`config.mk`:
```
export PLATFORM = sky130hd
export DESIGN_NAME = div_seq
export DESIGN_NICKNAME = d
export VERILOG_FILES = /design/src/rtl/arith_pkg.sv /design/src/rtl/addsub_cell.sv /design/src/rtl/div_trial_sub.sv /design/src/rtl/div_seq.sv
export SDC_FILE = /design/constraint.sdc
export NUM_CORES = 1
export LEC_CHECK = 0
export BUFFER_PORTS_ARGS = -buffer_cell sky130_fd_sc_hd__buf_2
export CORE_MARGIN = 4
export CORE_UTILIZATION = 41
export DETAILED_ROUTE_END_ITERATION = 10
export HOLD_SLACK_MARGIN = 0.05
export PLACE_DENSITY = 0.66
export SLEW_MARGIN = 5
export SYNTH_ARGS = -nofsm -noshare
export SYNTH_HDL_FRONTEND = slang
export SYNTH_SLANG_ARGS = --single-unit
```
`constraint.sdc`:
```
create_clock -name CLK -period 5.72 [get_ports CLK]
set_input_delay 0.286 -clock CLK [delete_from_list [all_inputs] [get_ports CLK]]
set_output_delay 0.286 -clock CLK [all_outputs]
set_load 0.02 [all_outputs]
```
`src/rtl/arith_pkg.sv`:
```
// Shared arithmetic definitions: divider FSM states and default operand width.
package arith_pkg;

   typedef enum logic [1:0] {
      IDLE = 2'd0,
      RUN  = 2'd1,
      FIN  = 2'd2
   } div_state_t;

   localparam int DIV_WIDTH_DEF = 4;

endpackage

```
`src/rtl/addsub_cell.sv`:
```
// 1-bit full adder with a mode input; mode=1 inverts b so a carry-in of 1 gives a-b.
module addsub_cell (
   input  logic a,
   input  logic b,
   input  logic cin,
   input  logic mode,
   output logic s,
   output logic cout
);

   logic bx;

   assign bx   = b ^ mode;
   assign s    = a ^ bx ^ cin;
   assign cout = (a & bx) | (cin & (a ^ bx));

endmodule

```
`src/rtl/div_trial_sub.sv`:
```
// Combinational WIDTH+1-bit trial subtractor d = a - {0,b}; d[WIDTH]=1 means negative.
module div_trial_sub #(
   parameter int WIDTH = 4
) (
   input  logic [WIDTH:0]   a,
   input  logic [WIDTH-1:0] b,
   output logic [WIDTH:0]   d
);

   logic [WIDTH:0]   bx;
   logic [WIDTH+1:0] c;
   logic             cout_unused;

   assign bx          = {1'b0, b};
   assign c[0]        = 1'b1;
   assign cout_unused = c[WIDTH+1];

   for (genvar i = 0; i <= WIDTH; i++) begin : g_cell
      addsub_cell u_cell (
         .a    (a[i]),
         .b    (bx[i]),
         .cin  (c[i]),
         .mode (1'b1),
         .s    (d[i]),
         .cout (c[i+1])
      );
   end

endmodule

```
`src/rtl/div_seq.sv`:
```
// Sequential restoring divider: one quotient bit per cycle, MSB first, with divide-by-zero flag.
module div_seq
   import arith_pkg::*;
#(
   parameter int WIDTH = DIV_WIDTH_DEF
) (
   input  logic             CLK,
   input  logic             RST,
   input  logic             START,
   input  logic [WIDTH-1:0] X,
   input  logic [WIDTH-1:0] Y,
   output logic             BUSY,
   output logic             DONE,
   output logic [WIDTH-1:0] Q,
   output logic [WIDTH-1:0] R,
   output logic             DIVZ
);

   localparam int             CW   = $clog2(WIDTH);
   localparam logic [CW-1:0]  LAST = CW'(WIDTH - 1);

   div_state_t       st, st_nx;
   logic [CW-1:0]    cnt;
   logic [WIDTH-1:0] rem, dvd, yr, q_r, r_r;
   logic             divz_r;
   logic [WIDTH:0]   shf, diff;
   logic             qbit;
   logic [WIDTH-1:0] rem_nx, quo_nx;

   // dvd doubles as the quotient: dividend bits shift out the top, quotient bits in the bottom
   assign shf    = {rem, dvd[WIDTH-1]};
   assign qbit   = ~diff[WIDTH];
   assign rem_nx = qbit ? diff[WIDTH-1:0] : shf[WIDTH-1:0];
   assign quo_nx = {dvd[WIDTH-2:0], qbit};

   div_trial_sub #(.WIDTH(WIDTH)) u_sub (
      .a (shf),
      .b (yr),
      .d (diff)
   );

   always_ff @(posedge CLK) begin
      if (RST) begin
         st     <= IDLE;
         cnt    <= '0;
         rem    <= '0;
         dvd    <= '0;
         yr     <= '0;
         q_r    <= '0;
         r_r    <= '0;
         divz_r <= 1'b0;
      end else begin
         st <= st_nx;
         case (st)
            IDLE: if (START) begin
               dvd    <= X;
               yr     <= Y;
               rem    <= '0;
               cnt    <= '0;
               divz_r <= 1'b0;
               if (Y == '0) begin
                  q_r    <= '1;
                  r_r    <= X;
                  divz_r <= 1'b1;
               end
            end
            RUN: begin
               rem <= rem_nx;
               dvd <= quo_nx;
               if (cnt == LAST) begin
                  q_r <= quo_nx;
                  r_r <= rem_nx;
               end else begin
                  cnt <= cnt + 1'b1;
               end
            end
            default: ;
         endcase
      end
   end

   always_comb begin
      st_nx = st;
      BUSY  = 1'b0;
      DONE  = 1'b0;
      case (st)
         IDLE: if (START) st_nx = (Y == '0) ? FIN : RUN;
         RUN: begin
            BUSY = 1'b1;
            if (cnt == LAST) st_nx = FIN;
         end
         FIN: begin
            BUSY  = 1'b1;
            DONE  = 1'b1;
            st_nx = IDLE;
         end
         default: st_nx = IDLE;
      endcase
   end

   assign Q    = q_r;
   assign R    = r_r;
   assign DIVZ = divz_r;

endmodule

```
# Yosys cells after proc, flatten, opt, wreduce, memory -nomap -nowiden
# Cells that the tools add are included.
# totals
register_bits	25
output_inout_bits	11
inputBits	11
# op_classes
reduce_logical	9
add_sub_neg	1
n_mux	23
eq_ne	7
bitwise_logic	26
# ops
cell	n
4-bit 2-to-1 mux	9
4-bit one-hot mux with 2 select lines	4
2-bit 2-to-1 mux	5
2-bit != test (second input constant)	4
2-bit one-hot mux with 2 select lines	2
1-bit bitwise XOR	8
1-bit bitwise AND	7
1-bit inverter	7
2-bit AND reduction	3
2-bit equality test (second input constant)	2
4-bit zero test	1
1-bit OR	4
4-bit AND reduction	1
1-bit 2-to-1 mux	3
3-bit AND reduction	1
2-bit by 1-bit adder with 2-bit output (second input constant)	1
2-bit by 1-bit equality test with 1-bit output (second input constant)	1
2-bit zero test	1
2-bit nonzero test	1
2-bit OR reduction	1

# Longest topological paths before layout
# Gate-level depths: netlist of the first run.
# logic_depth
depth_word	13
depth_mapped	10
mapped_depth_nobuf	10

# Modules after synthesis
# Synthesis of the first run repeated with hierarchy kept, for this count alone.
# unflattened
hier_cells	172
hier_area_um2	1432.6
# by_module_without_submodules
module	cells_each	n_inst	area_per_inst_um2
div_seq	140	1	1206.2
addsub_cell	6	5	43.8
div_trial_sub	2	1	7.5

# Least setup slack after synthesis of the first run
# No wires, ideal clock.
# synth_path
kind	flip-flop to flip-flop
startpoint	register dvd[3]
endpoint	register r_r[1], in the netlist R[1]
t_required_ns	5.634
t_arrival_ns	2.455
setup_ns	0.086
path_buffers	0
slack_ns	3.180
stages_incl_launch_ff	11
path_cell_list	dfxtp_1 > inv_1 > ha_1 > fa_1 > inv_1 > fa_1 > fa_1 > xnor2_1 > mux2i_1 > nor2_1 > a211oi_1
# synth_via
elab_chain_len	12
word_cells_on_any_way	14
classes_between	mux: 3; bitwise: 11
# synth_rtl
element	line_no	rtl
start: declaration	div_seq.sv:24	logic [WIDTH-1:0] rem, dvd, yr, q_r, r_r;
start signal: assignment	div_seq.sv:69	dvd <= quo_nx;
1-bit bitwise AND / 1-bit bitwise XOR (equally long branches)	addsub_cell.sv:15	assign cout = (a & bx) | (cin & (a ^ bx));
1-bit OR (*)	addsub_cell.sv:15	
1-bit bitwise AND	addsub_cell.sv:15	
1-bit OR	addsub_cell.sv:15	
1-bit bitwise AND	addsub_cell.sv:15	
1-bit OR	addsub_cell.sv:15	
1-bit bitwise AND	addsub_cell.sv:15	
1-bit OR	addsub_cell.sv:15	
1-bit bitwise XOR	addsub_cell.sv:14	assign s = a ^ bx ^ cin;
4-bit 2-to-1 mux (*)	div_seq.sv:33	assign rem_nx = qbit ? diff[WIDTH-1:0] : shf[WIDTH-1:0];
4-bit 2-to-1 mux (*)	div_seq.sv:70	if (cnt == LAST) begin
4-bit one-hot mux with 2 select lines (*)	div_seq.sv:54	case (st)
end signal: assignment	div_seq.sv:72	r_r <= rem_nx;
end: declaration	div_seq.sv:24	
# Mark *: on every way between the ends. The rest lies on a longest branch, timed or not. The select of a mux whose other input is x is not followed.
# A chain may end at the register's enable or synchronous reset.

# Worst setup path in the final report of the first run
# layout_path
startpoint	register dvd[3]
endpoint	register r_r[2], in the netlist R[2]
# layout_via
elab_chain_len	12
word_cells_on_any_way	14
classes_between	mux: 3; bitwise: 11
# layout_rtl
element	line_no
1-bit bitwise AND / 1-bit bitwise XOR (equally long branches)	addsub_cell.sv:15
1-bit OR (*)	addsub_cell.sv:15
1-bit bitwise AND (*)	addsub_cell.sv:15
1-bit OR (*)	addsub_cell.sv:15
1-bit bitwise AND	addsub_cell.sv:15
1-bit OR	addsub_cell.sv:15
1-bit bitwise AND	addsub_cell.sv:15
1-bit OR	addsub_cell.sv:15
1-bit bitwise XOR	addsub_cell.sv:14
4-bit 2-to-1 mux (*)	div_seq.sv:33
4-bit 2-to-1 mux (*)	div_seq.sv:70
4-bit one-hot mux with 2 select lines (*)	div_seq.sv:54
# Marks and branches as above.

==> run summary, run 1 <==
run status: completed
Remaining DRCs: 0
path class of the lowest-slack min-delay path: in -> reg
detailed-router iteration count before antenna repair: 4
Chip Width: 64.64 µm
clock slew at the register clock pins of the worst setup and hold paths: 0.14 ns
start-to-end type of the worst setup path: reg -> reg
maximum fanout along the worst path: 6
share of synthesized area occupied by flip-flops and latches: 38.06%
CP max stage cell: sky130_fd_sc_hd__xnor2_1
post-layout instance count excluding filler cells: 214
gpl congestion: 0.7990
layout filler cell count: 322
Vias/cell: 5.056
wire length of the first global-routing pass: 4402 µm
mean area per synthesized cell: 8.595 µm²
final number of setup-violating endpoints: 0
total clock sinks: 25
maximum count of clock buffers along a single path: 2
Buffers & Inverters on Critical Path: 2
final net count: 190
placed cells: 210
dominant delay contributor by cell family on the critical path: adder cells
Post-Synthesis Cells: 153
Max VDD drop: 0.1165 mV
Post-Synthesis Cell Area: 1315 µm²
Iter 0 DRT Violations: 61
unrepaired setup endpoints after global routing: false
CTS Hold Buffers Added: 0
reported max-cap violation count: 0
min setup slack post-route: 2.895 ns
WHS: 0.2038 ns
Critical Path Most Common Cell: sky130_fd_sc_hd__fa_1
syn nets: 172
cell-by-cell trace of the critical path: inv_1 -> ha_1 -> fa_1 -> inv_1 -> fa_1 -> fa_1 -> xnor2_1 -> mux2i_1 -> nand2_1 -> a21o_1
Setup TNS Final: 0 ns
detailed-route wire length: 2668 µm
pre-CTS WS: 2.902 ns
Global Route Usage Sum: 13.09%
post-route clock period utilization: 49.38%
min Tclk post-route: 2.825 ns
post-CTS setup repair buffer count: 0
maximum number of pins on one net before global-route repair: 28
routed length per instance: 12.47 µm
final number of max-transition violations: 0
fraction of layout instances using a drive strength above 1: 17.65%
number of buffers added by the clock tree synthesis step: 3
number of hold-slack violations in the final timing report: 0
layout-stage area growth over the synthesis result: 11.32%
sum of overflow across all layers after global routing: 0
largest stage delay on the critical path: 0.57 ns
starting utilization of the core area: 43.07%
die height: 64.64 µm
PostCTS Resize Cnt: 0
flip-flop cell with the highest count after synthesis: sky130_fd_sc_hd__dfxtp_1
Rel. slew slack: 38.65%
category of the worst setup path launch point: register
post-synthesis async set-or-reset flop share: 0%
num rows: 20
Data required, critical path: 5.96 ns
Fin Clk Skew: 0.001395 ns
leak pwr: 0.5947 nW
Skew-Pair Late Insertion Delay: 0.32 ns
Yosys cell types: 34
power density normalized to cell area: 264.9 nW/µm²
number of warnings printed during yosys synthesis: 0
Fmax achieved: 0.3540 GHz
final antenna diode count: 0
vias in the first global route: 980
Detailed Place HPWL: 1955 µm
number of H-tree levels: 1
number of enable-type register cells in the synthesized netlist: 0
clock tree from TritonCTS: yes
arrival time at the worst endpoint: 3.06 ns
count of buffers from port buffering: 21
placeable core region: 3053 µm²
clk root buf: sky130_fd_sc_hd__clkbuf_4
count of nets left with antenna violations after detail routing: 0
FF+latch count, synth: 25
total die area: 4178 µm²
crit path capture type: register
worst slew pin tran: 0.9203 ns
initial antenna violation count: 0
io pins: 22
number of vias after detailed routing: 1082
synthesized netlist by cell type (all sizes together) (2+ instances only):
| cell type | count | share of area, % |
|---|---|---|
| dfxtp | 25 | 38 |
| nand2 | 20 | 5.7 |
| a21oi | 15 | 5.7 |
| nor2 | 14 | 4.0 |
| inv | 10 | 2.9 |
| a211oi | 6 | 3.4 |
| mux2i | 6 | 4.6 |
| nand2b | 6 | 2.9 |
| clkbuf | 5 | 1.4 |
| ha | 5 | 4.8 |
| o21ai | 5 | 1.9 |
| nand3 | 4 | 1.5 |
| nor3b | 4 | 2.3 |
| buf | 3 | 1.5 |
| fa | 3 | 4.6 |
| nor2b | 3 | 1.4 |
| a21o | 2 | 1.1 |
| a2bb2oi | 2 | 1.3 |
| a311oi | 2 | 2.3 |
| nor3 | 2 | 0.76 |
routing by layer:
layer  routed length (µm)  GRT usage [%]
met3                  143          2.600
met2                 1190          21.78
met5                    0              0
met1                 1294          16.76
met4                   39          4.749
cell usage in the layout, fill, tap and decap left out, types with 2 or more instances in the layout:
cell / instances
sky130_fd_sc_hd__nor2_1: 14
sky130_fd_sc_hd__inv_1: 10
sky130_fd_sc_hd__fa_1: 3
sky130_fd_sc_hd__mux2i_1: 6
sky130_fd_sc_hd__o21ai_0: 4
sky130_fd_sc_hd__nor3b_1: 4
sky130_fd_sc_hd__nand2b_1: 6
sky130_fd_sc_hd__a21o_1: 2
sky130_fd_sc_hd__a2bb2oi_1: 2
sky130_fd_sc_hd__dfxtp_1: 25
sky130_fd_sc_hd__ha_1: 5
sky130_fd_sc_hd__nor2b_1: 3
sky130_fd_sc_hd__a211oi_1: 6
sky130_fd_sc_hd__a21oi_1: 15
sky130_fd_sc_hd__nand3_1: 4
sky130_fd_sc_hd__a311oi_2: 2
sky130_fd_sc_hd__nor3_1: 2
sky130_fd_sc_hd__clkbuf_4: 3
sky130_fd_sc_hd__nand2_1: 20
sky130_fd_sc_hd__buf_2: 21
sequential cells by signal, indices dropped and copies added (netlist names):
signal	count
dvd	4
rem	4
st	2
cnt	2
R	4
Q	4
yr	4
DIVZ	1
kinds of logic after synthesis:
group | count (synthesis) | synth area share [%]
buf+inv | 18 | 5.804
mux | 7 | 5.424
flops | 25 | 38.06
simple gates | 58 | 21.41
fa+ha+maj | 8 | 9.325
compound gates | 36 | 19.31
xor+xnor | 1 | 0.6662
worst reg2reg max path, delay by kind of cell, from the launching register on:
kind	cells	cell delay, ns
flip-flops	1	0.35
buffers and inverters	2	0.10
multiplexers	1	0.33
AO/OA/AOI/OAI	1	0.20
XOR/XNOR	1	0.57
adder cells (fa/ha/maj)	4	1.09
AND/OR/NAND/NOR	1	0.10
where the power goes:
| group | switching, mW | leakage [nW] | internal [mW] |
|---|---|---|---|
| logic | 0.0699 | 0.373 | 0.0422 |
| registers | 0.00816 | 0.204 | 0.186 |
| clock network | 0.0550 | 0.0177 | 0.0263 |
cell type report:
class | instances | area (µm²) | share of cell area [%]
sequential | 25 | 500.5 | 34.19
clock buffer | 3 | 22.52 | 1.538
multi-input combinational | 110 | 738.2 | 50.43
timing repair buffer | 21 | 105.1 | 7.180
inverter | 10 | 37.54 | 2.564
tap | 44 | 55.05 | 3.761
clock inverter | 1 | 5.005 | 0.3419
path summary, 6_finish.rpt:
path / start / to / slack (ns) / depth (start not counted)
max: dvd[3] / R[2] / 2.90 / 10
min: Y[0] / yr[0] / 0.20 / 3
min reg2reg: yr[3] / yr[3] / 0.47 / 2
max reg2reg: dvd[3] / R[2] / 2.90 / 10
through the flow:
stage | power [mW] | instance area [µm²] | utilization (%)
detailed placement | 0.3112 | 1436 | 47.05
global route | 0.4128 | 1464 | 47.95
global placement | 0.3067 | 1436 | 47.05
CTS | 0.3910 | 1464 | 47.95
finish | 0.3878 | 1464 | 47.95
floorplan | 0.2850 | 1315 | -
Note: power is estimated with default switching activity, not from simulation.
==> run 2, diff against run 1 <==
==> constraint.sdc (replaced) <==
create_clock -name CLK -period 2.9 [get_ports CLK]
set_input_delay 0.145 -clock CLK [delete_from_list [all_inputs] [get_ports CLK]]
set_output_delay 0.145 -clock CLK [all_outputs]
set_load 0.02 [all_outputs]
==> run summary, run 2 (synthesized netlist as in run 1, its figures left out) <==
number of buffers added by the clock tree synthesis step: 3 (unchanged)
Critical Path Most Common Cell: sky130_fd_sc_hd__fa_1
placeable core region: 3053 µm² (unchanged)
maximum count of clock buffers along a single path: 2 (unchanged)
starting utilization of the core area: 43.07% (unchanged)
power density normalized to cell area: 515.3 nW/µm² (+95%)
number of vias after detailed routing: 1068 (-1.3%)
sum of met2 wire segment lengths after detailed routing: 1168 µm (-1.8%)
number of hold-slack violations in the final timing report: 0 (unchanged)
Detailed Place HPWL: 1892 µm (-3.2%)
final antenna diode count: 0 (unchanged)
placed cells: 212 (+0.95%)
met3 routed WL: 89 µm (-38%)
final net count: 192 (+1.1%)
maximum fanout along the worst path: 6 (unchanged)
Vias/cell: 4.944 (-2.2%)
num rows: 20 (unchanged)
layout-stage area growth over the synthesis result: 12.46%
crit path capture type: register
leading cell types in the layout, fill and taps excluded: 25 x sky130_fd_sc_hd__dfxtp_1, 21 x sky130_fd_sc_hd__buf_2, 20 x sky130_fd_sc_hd__nand2_1, 15 x sky130_fd_sc_hd__a21oi_1, 14 x sky130_fd_sc_hd__nor2_1
post-layout instance count excluding filler cells: 216 (+0.93%)
count of nets left with antenna violations after detail routing: 0 (unchanged)
run status: completed
wire length of the first global-routing pass: 4353 µm (-1.1%)
vias in the first global route: 970 (-1.0%)
clock slew at the register clock pins of the worst setup and hold paths: 0.13 ns (about the same)
Fmax achieved: 0.4012 GHz (+13%)
Skew-Pair Late Insertion Delay: 0.32 ns (about the same)
clock tree from TritonCTS: yes
sum of overflow across all layers after global routing: 0 (unchanged)
die height: 64.64 µm (unchanged)
detailed-router iteration count before antenna repair: 4 (unchanged)
gpl congestion: 0.7730 (-3.3%)
largest stage delay on the critical path: 0.40 ns (-0.17 ns)
PostCTS Resize Cnt: 0 (unchanged)
Buffers & Inverters on Critical Path: 3 (+1)
Max VDD drop: 0.2482 mV (+110%)
Fin Clk Skew: 0.001102 ns (-0.0002923 ns)
total die area: 4178 µm² (unchanged)
detailed-route wire length: 2522 µm (-5.5%)
maximum number of pins on one net before global-route repair: 28 (unchanged)
fraction of layout instances using a drive strength above 1: 18.60% (+0.96 points)
routed length per instance: 11.68 µm (-6.3%)
total clock sinks: 25 (unchanged)
Chip Width: 64.64 µm (unchanged)
Data required, critical path: 3.11 ns (-2.85 ns)
WL met1: 1246 µm (-3.7%)
unrepaired setup endpoints after global routing: false
Global Route Usage Sum: 12.94% (-0.15 points)
pre-CTS WS: 0.4229 ns (-2.479 ns)
clk root buf: sky130_fd_sc_hd__clkbuf_4
WHS: 0.07850 ns (-0.1253 ns)
Remaining DRCs: 0 (unchanged)
post-route clock period utilization: 85.94% (+37 points)
start-to-end type of the worst setup path: reg -> reg
final number of setup-violating endpoints: 0 (unchanged)
layout filler cell count: 327 (+1.6%)
most common library cell in the layout ignoring fill and taps: sky130_fd_sc_hd__dfxtp_1
CTS Hold Buffers Added: 0 (unchanged)
worst slew pin tran: 0.6613 ns (-0.2590 ns)
arrival time at the worst endpoint: 2.70 ns (-0.36 ns)
cell-by-cell trace of the critical path: inv_1 -> ha_1 -> fa_1 -> inv_1 -> fa_1 -> fa_1 -> xnor2_1 -> buf_4 -> mux2i_1 -> a2bb2oi_1 -> nor2_1
CP max stage cell: sky130_fd_sc_hd__fa_1
count of buffers from port buffering: 21 (unchanged)
min Tclk post-route: 2.492 ns (-0.3322 ns)
final number of max-transition violations: 0 (unchanged)
io pins: 22 (unchanged)
Rel. slew slack: 55.62% (+17 points)
path class of the lowest-slack min-delay path: in -> reg
category of the worst setup path launch point: register
top layer reached by signal wires: met4
Iter 0 DRT Violations: 58 (-4.9%)
reported max-cap violation count: 0 (unchanged)
dominant delay contributor by cell family on the critical path: adder cells
initial antenna violation count: 0 (unchanged)
total power consumption of the routed design: 0.7621 mW (+97%)
leak pwr: 0.6050 nW (+1.7%)
post-CTS setup repair buffer count: 0 (unchanged)
Setup TNS Final: 0 ns (unchanged)
number of H-tree levels: 1 (unchanged)
min setup slack post-route: 0.4076 ns (-2.488 ns)
[run 2: worst paths after layout]
check          from     end  slack [ns]  cells past startpoint
min            Y[2]   yr[2]        0.08                      3
max          dvd[3]  rem[3]        0.41                     11
max reg2reg  dvd[3]  rem[3]        0.41                     11
min reg2reg   yr[2]   yr[2]        0.47                      2
[run 2: layout make-up]
cell class | count | area (µm²) | area share [%]
inverter | 10 | 37.54 | 2.538
sequential | 25 | 500.5 | 33.84
timing repair buffer | 23 | 120.1 | 8.122
clock inverter | 1 | 5.005 | 0.3384
multi-input combinational | 110 | 738.2 | 49.92
clock buffer | 3 | 22.52 | 1.523
tap | 44 | 55.05 | 3.723
[run 2: report_power, final]
part | total (mW) | switching [mW] | leakage [nW] | internal [mW]
clock | 0.154 | 0.102 | 0.0177 | 0.0516
sequential | 0.382 | 0.0148 | 0.204 | 0.367
combinational | 0.226 | 0.138 | 0.384 | 0.0885
[run 2: worst register-to-register path, cell delays in order, from the launching register on]
cell and delay (ns):
sky130_fd_sc_hd__dfxtp_1 0.35, sky130_fd_sc_hd__inv_1 0.06, sky130_fd_sc_hd__ha_1 0.16, sky130_fd_sc_hd__fa_1 0.17, sky130_fd_sc_hd__inv_1 0.05, sky130_fd_sc_hd__fa_1 0.39
sky130_fd_sc_hd__fa_1 0.40, sky130_fd_sc_hd__xnor2_1 0.14, sky130_fd_sc_hd__buf_4 0.17, sky130_fd_sc_hd__mux2i_1 0.25, sky130_fd_sc_hd__a2bb2oi_1 0.19, sky130_fd_sc_hd__nor2_1 0.05
[run 2: routing by layer]
layer / vias up / global-route usage (%)
met5: - / 0
met4: 0 / 3.166
met3: 2 / 2.426
met2: 15 / 21.39
met1: 490 / 17.40
li1: 561 / -
[run 2: per-stage QoR]
stage | util, % | instance area (µm²)
2_1_floorplan | - | 1315
4_1_cts | 48.44 | 1479
5_1_grt | 48.44 | 1479
3_3_place_gp | 47.54 | 1451
3_5_place_dp | 47.54 | 1451
6_report | 48.44 | 1479
==> run 3, diff against run 2 <==
--- a/config.mk
+++ b/config.mk
@@ -5,6 +5,7 @@
 export SDC_FILE = /design/constraint.sdc
 export NUM_CORES = 1
 export LEC_CHECK = 0
+export ABC_AREA = 1
 export BUFFER_PORTS_ARGS = -buffer_cell sky130_fd_sc_hd__buf_2
 export CORE_MARGIN = 4
 export CORE_UTILIZATION = 41
==> constraint.sdc (replaced) <==
create_clock -name CLK -period 2.8 [get_ports CLK]
set_input_delay 0.14 -clock CLK [delete_from_list [all_inputs] [get_ports CLK]]
set_output_delay 0.14 -clock CLK [all_outputs]
set_load 0.02 [all_outputs]
==> run summary, run 3 <==
final number of max-transition violations: 0 (unchanged)
detailed-route wire length: 2613 µm (+3.6%)
run status: completed
final number of setup-violating endpoints: 0 (unchanged)
placeable core region: 3078 µm² (+0.82%)
maximum number of pins on one net before global-route repair: 24 (-14%)
count leader, synth: sky130_fd_sc_hd__nand2_1
start-to-end type of the worst setup path: reg -> reg
total clock sinks: 25 (unchanged)
count of buffers from port buffering: 21 (unchanged)
power density normalized to cell area: 630.7 nW/µm² (+22%)
io pins: 22 (unchanged)
post-synthesis async set-or-reset flop share: 0% (unchanged)
arrival time at the worst endpoint: 2.54 ns (-0.16 ns)
fraction of layout instances using a drive strength above 1: 17.07% (-1.5 points)
maximum count of clock buffers along a single path: 2 (unchanged)
total die area: 4247 µm² (+1.7%)
reported max-cap violation count: 0 (unchanged)
Data required, critical path: 3.07 ns (-0.04 ns)
clock slew at the register clock pins of the worst setup and hold paths: 0.14 ns (about the same)
maximum fanout along the worst path: 6 (unchanged)
die height: 65.17 µm (+0.83%)
Yosys cell types: 19 (-44%)
num rows: 20 (unchanged)
clock tree from TritonCTS: yes
share of the synthesized area in the top cell type: 37.35% (-0.71 points)
Setup TNS Final: 0 ns (unchanged)
gpl congestion: 0.7674 (-0.72%)
Fin Clk Skew: 0.0006083 ns (-0.0004940 ns)
worst slew pin tran: 0.6524 ns (-0.008869 ns)
layout filler cell count: 334 (+2.1%)
routed length per instance: 10.49 µm (-10%)
mean area per synthesized cell: 7.204 µm² (-16%)
unrepaired setup endpoints after global routing: false
cell type with the largest total area after synthesis: sky130_fd_sc_hd__dfxtp_1
depth of the worst register-to-register path: 13 (+2)
Post-Synthesis Cell Area: 1340 µm² (+1.9%)
wire length of the first global-routing pass: 4353 µm (unchanged)
starting utilization of the core area: 43.54% (+0.46 points)
initial antenna violation count: 0 (unchanged)
most common library cell in the layout ignoring fill and taps: sky130_fd_sc_hd__nand2_1
sum of overflow across all layers after global routing: 0 (unchanged)
number of vias after detailed routing: 1164 (+9.0%)
FF+latch count, synth: 25 (unchanged)
Global Route Usage Sum: 12.74% (-0.20 points)
Detailed Place HPWL: 1897 µm (+0.23%)
endpoint of the most critical register-to-register path: R[0]
area after detailed placement: 1440 µm² (-0.78%)
count of nets left with antenna violations after detail routing: 0 (unchanged)
number of hold-slack violations in the final timing report: 0 (unchanged)
post-layout instance area: 1478 µm² (about the same)
detailed-router iteration count before antenna repair: 4 (unchanged)
Rel. slew slack: 56.46% (+0.84 points)
crit path capture type: register
syn nets: 205 (+19%)
start point of the critical path: dvd[3]
path class of the lowest-slack min-delay path: in -> reg
leading cell types in the layout, fill and taps excluded: 36 x sky130_fd_sc_hd__nand2_1, 26 x sky130_fd_sc_hd__nor2_1, 25 x sky130_fd_sc_hd__dfxtp_1, 23 x sky130_fd_sc_hd__inv_1, 21 x sky130_fd_sc_hd__buf_2
slack of the worst reg-to-reg path: 0.52 ns (+0.12 ns)
most numerous cell types in the synthesized netlist: 36 x sky130_fd_sc_hd__nand2_1, 26 x sky130_fd_sc_hd__nor2_1, 25 x sky130_fd_sc_hd__dfxtp_1
layout-stage area growth over the synthesis result: 10.27%
PostCTS Resize Cnt: 0 (unchanged)
number of buffers added by the clock tree synthesis step: 3 (unchanged)
leak pwr: 0.7496 nW (+24%)
reg2reg start: dvd[3]
top cells by area in the synthesized netlist: sky130_fd_sc_hd__dfxtp_1 37%, sky130_fd_sc_hd__nand2_1 10%, sky130_fd_sc_hd__nor2_1 7.3%
Max VDD drop: 0.2591 mV (+4.4%)
vias in the first global route: 985 (+1.5%)
Skew-Pair Late Insertion Delay: 0.32 ns (about the same)
number of warnings printed during yosys synthesis: 0 (unchanged)
final net count: 225 (+17%)
category of the worst setup path launch point: register
flip-flop cell with the highest count after synthesis: sky130_fd_sc_hd__dfxtp_1
min Tclk post-route: 2.275 ns (-0.2170 ns)
clk root buf: sky130_fd_sc_hd__clkbuf_4
Vias/cell: 4.675 (-5.5%)
capturing instance or port of the critical path: R[0]
Chip Width: 65.17 µm (+0.83%)
Remaining DRCs: 0 (unchanged)
Post-Synthesis Cells: 186 (+22%)
post-route clock period utilization: 81.26% (-4.7 points)
share of synthesized area occupied by flip-flops and latches: 37.35% (-0.71 points)
final antenna diode count: 0 (unchanged)
Iter 0 DRT Violations: 84 (+45%)
number of enable-type register cells in the synthesized netlist: 0 (unchanged)
number of H-tree levels: 1 (unchanged)
Fmax achieved: 0.4395 GHz (+9.5%)
==> run 3: cell count changes after synthesis, moves of 6 or more <==
| cell | change |
|---|---|
| sky130_fd_sc_hd__mux2i_1 | -6 |
| sky130_fd_sc_hd__nand3_1 | +12 |
| sky130_fd_sc_hd__a211oi_1 | -6 |
| sky130_fd_sc_hd__inv_1 | +13 |
| sky130_fd_sc_hd__nand2_1 | +16 |
| sky130_fd_sc_hd__nor2_1 | +12 |
| sky130_fd_sc_hd__o21ai_0 | +9 |
| sky130_fd_sc_hd__nand2b_1 | -6 |
==> run 3: cell type report <==
cell class                      count  area (µm²)  area share (%)
Inverter                           26       97.59           6.605
Multi-Input combinational cell    128       681.9           46.15
Sequential cell                    25       500.5           33.87
Timing Repair Buffer               22       115.1           7.790
Clock inverter                      1       5.005          0.3387
Tap cell                           44       55.05           3.726
Clock buffer                        3       22.52           1.524
==> run 3: repair_timing <==
action                     4_1_cts  5_1_grt
hold buffers                     1        0
hold endpoints to repair         2        0
setup endpoints to repair        0        0
setup buffers                    0        0
==> run 3: worst max-delay path: stages (launching register included) <==
cell	delay, ns
sky130_fd_sc_hd__dfxtp_1	0.35
sky130_fd_sc_hd__inv_1	0.06
sky130_fd_sc_hd__ha_1	0.15
sky130_fd_sc_hd__fa_1	0.16
sky130_fd_sc_hd__inv_1	0.05
sky130_fd_sc_hd__fa_1	0.37
sky130_fd_sc_hd__fa_1	0.42
sky130_fd_sc_hd__inv_1	0.09
sky130_fd_sc_hd__nand2_1	0.05
sky130_fd_sc_hd__nand2_1	0.16
sky130_fd_sc_hd__nand3b_1	0.10
sky130_fd_sc_hd__nand2_1	0.12
sky130_fd_sc_hd__nor2_1	0.05
sky130_fd_sc_hd__nor2_1	0.09
==> run 3: how the worst min path moves through the flow <==
stage / slack [ns] / end / cells after the start / startpoint
after CTS: 0.08 / yr[1] / 3 / Y[1]
after detailed placement: 0.33 / st[0] / 2 / RST
after global placement: 0.33 / cnt[1] / 2 / RST
after floorplan: 0.21 / cnt[1] / 1 / RST
final: 0.08 / yr[1] / 3 / Y[1]
after global routing: 0.11 / dvd[0] / 3 / X[0]
==> run 3: cells by family after synthesis <==
logic type               count (synthesis)  synth area share, %
flip-flops                              25                37.35
AO/OA/AOI/OAI                           34                14.10
adder cells (fa/ha/maj)                  8                9.151
AND/OR/NAND/NOR                         86                27.64
buffers and inverters                   33                11.76
==> run 3: layer usage <==
metal  routed length [µm]  GRT usage (%)  up-vias
met5                    0              0        -
met4                   30          3.886        0
met3                  164          2.393        4
met2                 1090          19.47       33
met1                 1328          18.16      501
li1                     -              -      626
==> run 3: report_power, final <==
part / switching, mW / internal, mW
logic: 0.221 / 0.111
registers: 0.0316 / 0.405
clock network: 0.111 / 0.0535
total: 0.363 / 0.569
==> run 3: metrics by stage <==
stage               std cells  hold slack (ns)  total power [mW]  utilization [%]  setup WS, ns
CTS                       249          0.07502            0.9413            48.01        0.5167
floorplan                 186           0.2091            0.7195                -        0.7600
detailed placement        244           0.3336            0.7730            46.79        0.5595
global route              249           0.1065             1.008            48.01        0.3222
global placement          244           0.3307            0.7747            46.79        0.6107
finish                    249          0.08195            0.9320            48.01        0.5246
